<file path="src/rtl/clock_time_counter_pkg.sv">
// ============================================================================
// Module      : clock_time_counter_pkg
// Description : Field widths, moduli and default initial time for the clock.
// Revision    : 1.0 - initial release
// ============================================================================
`default_nettype none

package clock_time_counter_pkg;

    localparam int c_HOUR_W = 5;
    localparam int c_MIN_W  = 6;
    localparam int c_SEC_W  = 6;
    localparam int c_CSEC_W = 7;

    localparam int c_HOUR_MOD = 24;
    localparam int c_MIN_MOD  = 60;
    localparam int c_SEC_MOD  = 60;
    localparam int c_CSEC_MOD = 100;

    localparam int c_DEF_INIT_HOUR = 12;
    localparam int c_DEF_INIT_MIN  = 0;

endpackage

`default_nettype wire

</file>
<file path="src/rtl/clock_time_counter_digit.sv">
// ============================================================================
// Module      : time_digit_cnt
// Description : Modulo-N up/down counter with clear, load and wrap carry-out.
// Revision    : 1.0 - initial release
// ============================================================================
`default_nettype none

module time_digit_cnt #(
    parameter int MODULUS = 60,
    parameter int WIDTH   = 6,
    parameter int INIT    = 0
) (
    input  logic             iClk,
    input  logic             iRst_n,
    input  logic             iClr,
    input  logic             iLoad,
    input  logic [WIDTH-1:0] iLoadVal,
    input  logic             iInc,
    input  logic             iDec,
    output logic [WIDTH-1:0] oVal,
    output logic             oCarry
);

    localparam logic [WIDTH-1:0] c_LAST = WIDTH'(MODULUS - 1);
    localparam logic [WIDTH-1:0] c_INIT = WIDTH'(INIT);

    logic [WIDTH-1:0] r_val;
    logic             w_up;
    logic             w_down;

    // Simultaneous up and down cancel; clear and load take priority.
    assign w_up   = iInc & ~iDec & ~iClr & ~iLoad;
    assign w_down = iDec & ~iInc & ~iClr & ~iLoad;
    assign oCarry = w_up & (r_val == c_LAST);
    assign oVal   = r_val;

    always_ff @(posedge iClk or negedge iRst_n) begin
        if (!iRst_n) begin
            r_val <= c_INIT;
        end else if (iClr) begin
            r_val <= '0;
        end else if (iLoad) begin
            if (iLoadVal <= c_LAST) begin
                r_val <= iLoadVal;
            end
        end else if (w_up) begin
            r_val <= (r_val == c_LAST) ? '0 : r_val + 1'b1;
        end else if (w_down) begin
            r_val <= (r_val == '0) ? c_LAST : r_val - 1'b1;
        end
    end

endmodule

`default_nettype wire

</file>
<file path="src/rtl/clock_time_counter.sv">
// ============================================================================
// Module      : clock_time_counter
// Description : HH:MM:SS.cc time-of-day counter with set mode and edit blink.
// Revision    : 1.0 - initial release
// ============================================================================
`default_nettype none

module clock_time_counter
    import clock_time_counter_pkg::*;
#(
    parameter int P_INIT_HOUR   = c_DEF_INIT_HOUR,
    parameter int P_INIT_MIN    = c_DEF_INIT_MIN,
    parameter int P_BLINK_TICKS = 50
) (
    input  logic                iClk,
    input  logic                iRst_n,
    input  logic                iTick_100Hz,
    input  logic                iHour_Up,
    input  logic                iHour_Down,
    input  logic                iMin_Up,
    input  logic                iMin_Down,
    input  logic                iSet_Hour,
    input  logic                iSet_Min,
    output logic [c_HOUR_W-1:0] oHour,
    output logic [c_MIN_W-1:0]  oMin,
    output logic [c_SEC_W-1:0]  oSec,
    output logic [c_CSEC_W-1:0] oCsec,
    output logic                oBlink_Hour,
    output logic                oBlink_Min
);

    localparam int c_BLINK_W = (P_BLINK_TICKS > 1) ? $clog2(P_BLINK_TICKS) : 1;
    localparam logic [c_BLINK_W-1:0] c_BLINK_LAST = c_BLINK_W'(P_BLINK_TICKS - 1);

    logic                 w_setMode;
    logic                 w_csecCarry;
    logic                 w_secCarry;
    logic                 w_minCarry;
    logic                 w_unusedDayCarry;
    logic                 w_minInc;
    logic                 w_minDec;
    logic                 w_hourInc;
    logic                 w_hourDec;
    logic                 w_entry;
    logic [c_BLINK_W-1:0] w_cntNext;
    logic                 w_phaseNext;

    logic [c_BLINK_W-1:0] r_blinkCnt;
    logic                 r_phase;
    logic                 r_setHourD;
    logic                 r_setMinD;
    logic                 r_blinkHour;
    logic                 r_blinkMin;

    assign w_setMode = iSet_Hour | iSet_Min;

    // In set mode edit strobes replace the carry chain, so a minute wrap never reaches the hour.
    assign w_minInc  = w_setMode ? iMin_Up  : w_secCarry;
    assign w_minDec  = w_setMode & iMin_Down;
    assign w_hourInc = w_setMode ? iHour_Up : w_minCarry;
    assign w_hourDec = w_setMode & iHour_Down;

    time_digit_cnt #(.MODULUS(c_CSEC_MOD), .WIDTH(c_CSEC_W), .INIT(0)) u_csec (
        .iClk(iClk), .iRst_n(iRst_n), .iClr(w_setMode), .iLoad(1'b0), .iLoadVal('0),
        .iInc(iTick_100Hz & ~w_setMode), .iDec(1'b0), .oVal(oCsec), .oCarry(w_csecCarry)
    );

    time_digit_cnt #(.MODULUS(c_SEC_MOD), .WIDTH(c_SEC_W), .INIT(0)) u_sec (
        .iClk(iClk), .iRst_n(iRst_n), .iClr(w_setMode), .iLoad(1'b0), .iLoadVal('0),
        .iInc(w_csecCarry), .iDec(1'b0), .oVal(oSec), .oCarry(w_secCarry)
    );

    time_digit_cnt #(.MODULUS(c_MIN_MOD), .WIDTH(c_MIN_W), .INIT(P_INIT_MIN)) u_min (
        .iClk(iClk), .iRst_n(iRst_n), .iClr(1'b0), .iLoad(1'b0), .iLoadVal('0),
        .iInc(w_minInc), .iDec(w_minDec), .oVal(oMin), .oCarry(w_minCarry)
    );

    time_digit_cnt #(.MODULUS(c_HOUR_MOD), .WIDTH(c_HOUR_W), .INIT(P_INIT_HOUR)) u_hour (
        .iClk(iClk), .iRst_n(iRst_n), .iClr(1'b0), .iLoad(1'b0), .iLoadVal('0),
        .iInc(w_hourInc), .iDec(w_hourDec), .oVal(oHour), .oCarry(w_unusedDayCarry)
    );

    // Entering either edit field restarts the blink with the field visible.
    assign w_entry = (iSet_Hour & ~r_setHourD) | (iSet_Min & ~r_setMinD);

    always_comb begin
        w_cntNext   = r_blinkCnt;
        w_phaseNext = r_phase;
        if (w_entry) begin
            w_cntNext   = '0;
            w_phaseNext = 1'b0;
        end else if (iTick_100Hz) begin
            if (r_blinkCnt == c_BLINK_LAST) begin
                w_cntNext   = '0;
                w_phaseNext = ~r_phase;
            end else begin
                w_cntNext = r_blinkCnt + 1'b1;
            end
        end
    end

    always_ff @(posedge iClk or negedge iRst_n) begin
        if (!iRst_n) begin
            r_blinkCnt  <= '0;
            r_phase     <= 1'b0;
            r_setHourD  <= 1'b0;
            r_setMinD   <= 1'b0;
            r_blinkHour <= 1'b0;
            r_blinkMin  <= 1'b0;
        end else begin
            r_blinkCnt  <= w_cntNext;
            r_phase     <= w_phaseNext;
            r_setHourD  <= iSet_Hour;
            r_setMinD   <= iSet_Min;
            r_blinkHour <= iSet_Hour & w_phaseNext;
            r_blinkMin  <= iSet_Min & w_phaseNext;
        end
    end

    assign oBlink_Hour = r_blinkHour;
    assign oBlink_Min  = r_blinkMin;

endmodule

`default_nettype wire

</file>
<file path="config.mk">
export PLATFORM = sky130hd
export DESIGN_NAME = clock_time_counter
export DESIGN_NICKNAME = d
export VERILOG_FILES = /design/src/rtl/clock_time_counter_pkg.sv /design/src/rtl/clock_time_counter_digit.sv /design/src/rtl/clock_time_counter.sv
export SDC_FILE = /design/constraint.sdc
export NUM_CORES = 1
export LEC_CHECK = 0
export BUFFER_PORTS_ARGS = -buffer_cell sky130_fd_sc_hd__buf_4
export CAP_MARGIN = 10
export CORE_ASPECT_RATIO = 0.75
export CORE_MARGIN = 5
export CORE_UTILIZATION = 50
export DETAILED_ROUTE_END_ITERATION = 10
export PLACE_DENSITY = 0.72
export SYNTH_ARGS = -nofsm -noshare
export SYNTH_HDL_FRONTEND = slang
export SYNTH_SLANG_ARGS = --single-unit
export TNS_END_PERCENT = 10
</file>
<file path="constraint.sdc">
create_clock -name iClk -period 4.3 [get_ports iClk]
set_input_delay 0 -clock iClk [delete_from_list [all_inputs] [get_ports iClk]]
set_output_delay 0 -clock iClk [all_outputs]
set_load 0.03 [all_outputs]
</file>
==> results.sh, run 1 <==
export IMPL_drc=0
export IMPL_hold_viol=0
export IMPL_worst_path_buf_inv=0
export IMPL_total_power_mw=1.21
export IMPL_yosys_warnings=0
export IMPL_drt_iter0_drc=126
export IMPL_syn_to_final_growth_pct=17.4
export IMPL_whs_ps=53.5
export IMPL_fin_area_um2=2550
export IMPL_h_tree_depth=2
export IMPL_hp_class="in -> reg"
export IMPL_antenna_cells=0
export IMPL_clk_pin_slew_ps=80
export IMPL_track_usage_pct=18.8
export IMPL_synthCells=241
export IMPL_die_y_um=67.1
export IMPL_synth_distinct_cells=53
export IMPL_cp_startpoint="u_csec.oVal[0]$_DFFE_PN0P_"
export IMPL_instances_no_fill=328
export IMPL_ant_nets=0
export IMPL_dieWidth_um=86.1
export IMPL_gp_congestion=0.819
export IMPL_setup_tns_ps=0
export IMPL_report_final_slew_viol_count=0
export IMPL_clkSinkCount=35
export IMPL_crit_path_frequent_cell="ha_1"
export IMPL_io_buffers=34
export IMPL_power_leakage_nw=1.13
export IMPL_rows=20
export IMPL_post_dp_cell_area_um2=2440
export IMPL_dp_hpwl_mm=3.54
export IMPL_min_period_over_period_pct=82.7
export IMPL_first_global_vias=1807
export IMPL_worstMarginPinSlew_ps=722
export IMPL_cts_tree="built"
export IMPL_ys_flop_type="dfrtp_1"
export IMPL_finalSetupViolCount=0
export IMPL_clock_latency_ps=290
export IMPL_yosysTopAreaCell="dfrtp_1"
export IMPL_final_nets=292
export IMPL_power_density_nw_per_um2=476
export IMPL_max_stage_delay_ps=430
export IMPL_grt_max_degree=36
export IMPL_cp_start_kind="register"
export IMPL_drv_cap=0
export IMPL_synth_area_um2=2170
export IMPL_grt_overflow_total=0
export IMPL_cpMaxStageDelayCell="ha_1"
export IMPL_cts_root_buf="clkbuf_8"
export IMPL_status="complete, no violations"
export IMPL_clockBufferDepth=2
export IMPL_synth_edff_count=0
export IMPL_ys_ff_latch=35
export IMPL_yosys_cell_count_top_type="dfrtp_1"
export IMPL_cp_cell_sequence="ha_1, and4bb_2, nand3_1, o31ai_1, ha_1, nand2_1, o21ai_0, ha_1, nand2_1, a2111oi_0, nor2_1, o32ai_1"
export IMPL_cts_setup_buffers=0
export IMPL_core_area_um2=4130
export IMPL_postSynth_asyncResetShare_pct=100
export IMPL_dp_slack_ps=791
export IMPL_num_vias=1891
export IMPL_die_area_um2=5780
export IMPL_antenna_found_initial=0
export IMPL_detail_route_first_pass_iterations=4
export IMPL_grt_pass1_wl_mm=8.58
export IMPL_synth_area_top_cells="dfrtp_1, ha_1, nand2_1"
export IMPL_crit_fanout=12
export IMPL_arrival_ps=3750
export IMPL_wl_per_cell_um=15.0
export IMPL_fmax_mhz=281
export IMPL_synth_top_area_share_pct=38.0
export IMPL_period_minus_slack_ps=3560
export IMPL_numCtsBuffers=5
export IMPL_r2r_start="u_csec.oVal[0]$_DFFE_PN0P_"
export IMPL_critPathKind="reg -> reg"
export IMPL_fin_worst_skew_ps=8.55
export IMPL_dp_cells=317
export IMPL_syn_avg_cell_area_um2=9.02
export IMPL_post_route_util_pct=61.8
export IMPL_timing_slew_headroom_pct=51.8
export IMPL_crit_family="compound AO/OA/AOI/OAI gates"
export IMPL_io_pins=35
export IMPL_rsz0062_at_grt="false"
export IMPL_drive_gt1_share_pct=19.0
export IMPL_viasPerCell=5.77
export IMPL_initial_utilization_pct=52.6
export IMPL_fin_ws_ps=745
export IMPL_yosys_top_cells_count="dfrtp_1, nand2_1, nor2_1, a21oi_1, inv_1"
export IMPL_ys_seq_area_share_pct=40.4
export IMPL_worstHoldStart="iTick_100Hz"
export IMPL_finalWirelength_mm=4.91
export IMPL_syn_nets=261
export IMPL_required_ps=4490
export IMPL_cp_end_kind="register"
export IMPL_vdd_drop_max_uv=340
-- path summary, 6_finish.rpt --
kind / depth (start not counted) / slack, ps / end
worst max-delay path: 12 / 740 / u_hour.oVal[3]$_DFFE_PN1P_
worst min-delay path: 3 / 50 / r_blinkCnt[0]$_DFFE_PN0P_
worst max register to register: 12 / 740 / u_hour.oVal[3]$_DFFE_PN1P_
worst min register to register: 1 / 520 / u_csec.oVal[6]$_DFFE_PN0P_
max in group asynchronous: 2 / 3760 / u_hour.oVal[3]$_DFFE_PN1P_
min in group asynchronous: 2 / 190 / u_min.oVal[5]$_DFFE_PN0P_
-- cells by family after synthesis --
kind of cell	share of synthesized area, %
DFF	40.4
muxes	2.36
xor gates and xnor gates	3.22
and+or+nand+nor	22.7
AOI/OAI and AO/OA	20.0
adders and majority gates	6.33
buffers and inverters	4.89
-- where the power goes --
| group | internal (mW) | switching, mW |
|---|---|---|
| Combinational | 0.198 | 0.268 |
| Sequential | 0.391 | 0.117 |
| Clock | 0.113 | 0.126 |
-- layout by cell type, fill, tap and decap left out, types with 5 or more instances in the layout --
cell type / n
a21oi_1: 16
buf_4: 34
clkbuf_8: 5
dfrtp_1: 33
ha_1: 11
inv_1: 12
nand2_1: 26
nand3_1: 10
nand4_1: 7
nor2_1: 20
nor3_1: 9
o21ai_0: 10
xor2_1: 5
-- worst min-delay path, delay by kind of cell --
family / cells / cell delay (ps)
compound gates: 1 / 60
buf+inv: 1 / 160
simple gates: 1 / 90
-- registers in the layout, indices dropped and copies added, names as in the netlist --
register,flops
r_setMinD,1
oBlink_Min,1
r_phase,1
u_csec.oVal,7
r_setHourD,1
oBlink_Hour,1
r_blinkCnt,6
u_min.oVal,6
u_hour.oVal,5
u_sec.oVal,6
-- final cells by class --
| cell class | count | area (um^2) |
|---|---|---|
| Clock buffer | 6 | 72.6 |
| Clock inverter | 2 | 12.5 |
| Fill cell | 374 | 1580 |
| Inverter | 12 | 45.0 |
| Multi-Input combinational cell | 181 | 1190 |
| Sequential cell | 35 | 878 |
| Tap cell | 55 | 68.8 |
| Timing Repair Buffer | 37 | 285 |
-- metal layers --
metal	routed length, um	global-route usage (%)	vias up
met4	67	8.30	0
met3	287	5.07	8
li1	-	-	945
met5	0	0	-
met1	2340	25.8	884
met2	2210	27.5	54
-- timing repair --
item                      4_1_cts  5_1_grt
hold buffers                    3        0
hold endpoints to repair       39        0
resized for setup               0        0
Power figures use the tool's default switching activity.
==> inputs of run 2 (changes only) <==
--- a/config.mk
+++ b/config.mk
@@ -11,7 +11,7 @@
 export CORE_MARGIN = 5
 export CORE_UTILIZATION = 50
 export DETAILED_ROUTE_END_ITERATION = 10
-export PLACE_DENSITY = 0.72
+export PLACE_DENSITY = 0.75
 export SYNTH_ARGS = -nofsm -noshare
 export SYNTH_HDL_FRONTEND = slang
 export SYNTH_SLANG_ARGS = --single-unit
==> constraint.sdc (replaced) <==
create_clock -name iClk -period 3.2 [get_ports iClk]
set_input_delay 0 -clock iClk [delete_from_list [all_inputs] [get_ports iClk]]
set_output_delay 0 -clock iClk [all_outputs]
set_load 0.03 [all_outputs]
==> run 2 against run 1 <==
Non-clock buffer count grew 2. Routed wire length shrank 2.6%. Sequential share of layout area shrank 0.22 points. Largest cell class unchanged.
==> results.sh, run 2 (synthesis gave the netlist of run 1 again) <==
export IMPL_io_buffers=34
export IMPL_drive_gt1_share_pct=20.7
export IMPL_use_met3_pct=3.83
export IMPL_track_usage_pct=17.6
export IMPL_h_tree_depth=2
export IMPL_period_minus_slack_ps=2870
export IMPL_first_global_vias=1775
export IMPL_die_area_um2=5780
export IMPL_io_pins=35
export IMPL_largest_reg_flops=7
export IMPL_min_period_over_period_pct=89.7
export IMPL_hp_class="in -> reg"
export IMPL_worstMarginPinSlew_ps=715
export IMPL_ant_nets=0
export IMPL_worst_path_buf_inv=0
export IMPL_required_ps=3400
export IMPL_pwr_share_comb_pct=38.9
export IMPL_antenna_cells=0
export IMPL_clock_latency_ps=290
export IMPL_fin_worst_skew_ps=8.18
export IMPL_gp_congestion=0.824
export IMPL_rows=20
export IMPL_syn_to_final_growth_pct=18.5
export IMPL_power_leakage_nw=1.14
export IMPL_cp_startpoint="u_sec.oVal[0]$_DFFE_PN0P_"
export IMPL_seqPwrFrac_pct=42.2
export IMPL_arrival_ps=3070
export IMPL_cts_tree="built"
export IMPL_reg2reg_to="u_hour.oVal[3]$_DFFE_PN1P_"
export IMPL_cp_cell_sequence="ha_1, nand2_1, or3_1, o31ai_2, ha_1, nand2_1, o21ai_0, ha_1, nand2_1, a2111oi_0, nor2_1, o32ai_1"
export IMPL_final_cell_mix="buf_4, dfrtp_1, nand2_1"
export IMPL_switching_power_mw=0.666
export IMPL_nFillCells=346
export IMPL_core_area_um2=4130
export IMPL_clockBufferDepth=2
export IMPL_cp_start_kind="register"
export IMPL_cpMaxStageDelayCell="dfrtp_2"
export IMPL_critPathKind="reg -> reg"
export IMPL_die_y_um=67.1
export IMPL_drc=0
export IMPL_use_met2_pct=27.3
export IMPL_initial_utilization_pct=52.6
export IMPL_grt_busiest_layer="met2"
export IMPL_worstSetupPathDepth=12
export IMPL_crit_end="u_hour.oVal[3]$_DFFE_PN1P_"
export IMPL_met1_usage_pct=23.3
export IMPL_cp_end_kind="register"
export IMPL_cts_root_buf="clkbuf_8"
export IMPL_finalSetupViolCount=0
export IMPL_clk_pin_slew_ps=70
export IMPL_instances_no_fill=330
export IMPL_grt_pass1_wl_mm=8.04
export IMPL_drt_iter0_drc=96
export IMPL_dp_cells=319
export IMPL_mostFrequentLayoutCell="buf_4"
export IMPL_viasPerCell=5.85
export IMPL_sw_frac_of_total_pct=41.3
export IMPL_grt_overflow_total=0
export IMPL_r2r_slack_ps=330
export IMPL_vdd_drop_max_uv=386
export IMPL_max_stage_delay_ps=410
export IMPL_fmax_mhz=348
export IMPL_crit_family="compound AO/OA/AOI/OAI gates"
export IMPL_hold_viol=0
export IMPL_reg2regPathDepth=12
export IMPL_crit_fanout=6
export IMPL_whs_path_depth=3
export IMPL_num_vias=1929
export IMPL_final_nets=294
export IMPL_setup_tns_ps=0
export IMPL_timing_slew_headroom_pct=52.3
export IMPL_detail_route_first_pass_iterations=4
export IMPL_report_final_slew_viol_count=0
export IMPL_status="complete, no violations"
export IMPL_grt_max_degree=36
export IMPL_dieWidth_um=86.1
export IMPL_rsz0062_at_grt="false"
export IMPL_r2r_start="u_sec.oVal[0]$_DFFE_PN0P_"
export IMPL_antenna_found_initial=0
export IMPL_drv_cap=0
export IMPL_finalWirelength_mm=4.78
export IMPL_numCtsBuffers=5
export IMPL_cts_setup_buffers=0
export IMPL_clkSinkCount=35
export IMPL_power_density_nw_per_um2=626
export IMPL_clockPowerShare_pct=19.0
export IMPL_wl_per_cell_um=14.5
export IMPL_dp_hpwl_mm=3.34
export IMPL_p_int_mw=0.946
-- run 2: how the worst min path moves through the flow --
stage                     start                   endpoint  slack (ps)
global placement         iRst_n  r_blinkCnt[5]$_DFFE_PN0P_         -20
finish              iTick_100Hz  r_blinkCnt[0]$_DFFE_PN0P_          60
global route        iTick_100Hz  r_blinkCnt[1]$_DFFE_PN0P_          90
floorplan                iRst_n      oBlink_Hour$_DFF_PN0_        -300
CTS                 iTick_100Hz  r_blinkCnt[0]$_DFFE_PN0P_          50
detailed placement       iRst_n  r_blinkCnt[5]$_DFFE_PN0P_         -20
-- run 2: power groups by stage --
stage,registers (mW),clock network [mW],logic [mW]
3_3_place_gp,0.683,0,0.615
6_report,0.680,0.306,0.627
5_1_grt,0.699,0.332,0.699
2_1_floorplan,0.741,0,0.371
3_5_place_dp,0.685,0,0.623
4_1_cts,0.676,0.317,0.629
-- run 2: cell type report --
class                   instances  area, um^2  area share (%)
multi-input cells             181        1200            46.6
repair buffers                 39         300            11.7
clock buffers                   7        76.3            2.96
flip-flops and latches         35         881            34.2
well taps                      55        68.8            2.67
clock inverters                 1        5.00           0.194
inverters                      12        45.0            1.75
-- run 2: tightest hold or removal path: cells and delay by family --
kind            cells  cell delay, ps
buf+inv             1             160
compound gates      1              50
simple gates        1              90
-- run 2: metrics by stage --
| step | power [mW] | utilization [%] | hold slack, ps | cell area [um^2] | setup WS (ps) |
|---|---|---|---|---|---|
| finish | 1.61 | 62.4 | 59.6 | 2570 | 329 |
| global route | 1.73 | 62.4 | 93.0 | 2570 | 55.6 |
| CTS | 1.62 | 62.1 | 48.4 | 2560 | 247 |
| detailed placement | 1.31 | 59.4 | -19.5 | 2450 | 281 |
| global placement | 1.30 | 59.4 | -18.1 | 2450 | 391 |
| floorplan | 1.11 | - | -296 | 2180 | 61.2 |
-- run 2: metal layers --
| layer | share of wire, % | routed length (um) |
|---|---|---|
| met4 | 1.2 | 55 |
| met5 | 0 | 0 |
| met1 | 48 | 2320 |
| met2 | 45 | 2170 |
| met3 | 4.9 | 232 |
-- run 2: what timing repair did --
action,in CTS,in global routing
hold buffers,3,0
endpoints found under the setup margin,0,3
endpoints found under the hold margin,39,0
resized for setup,0,2
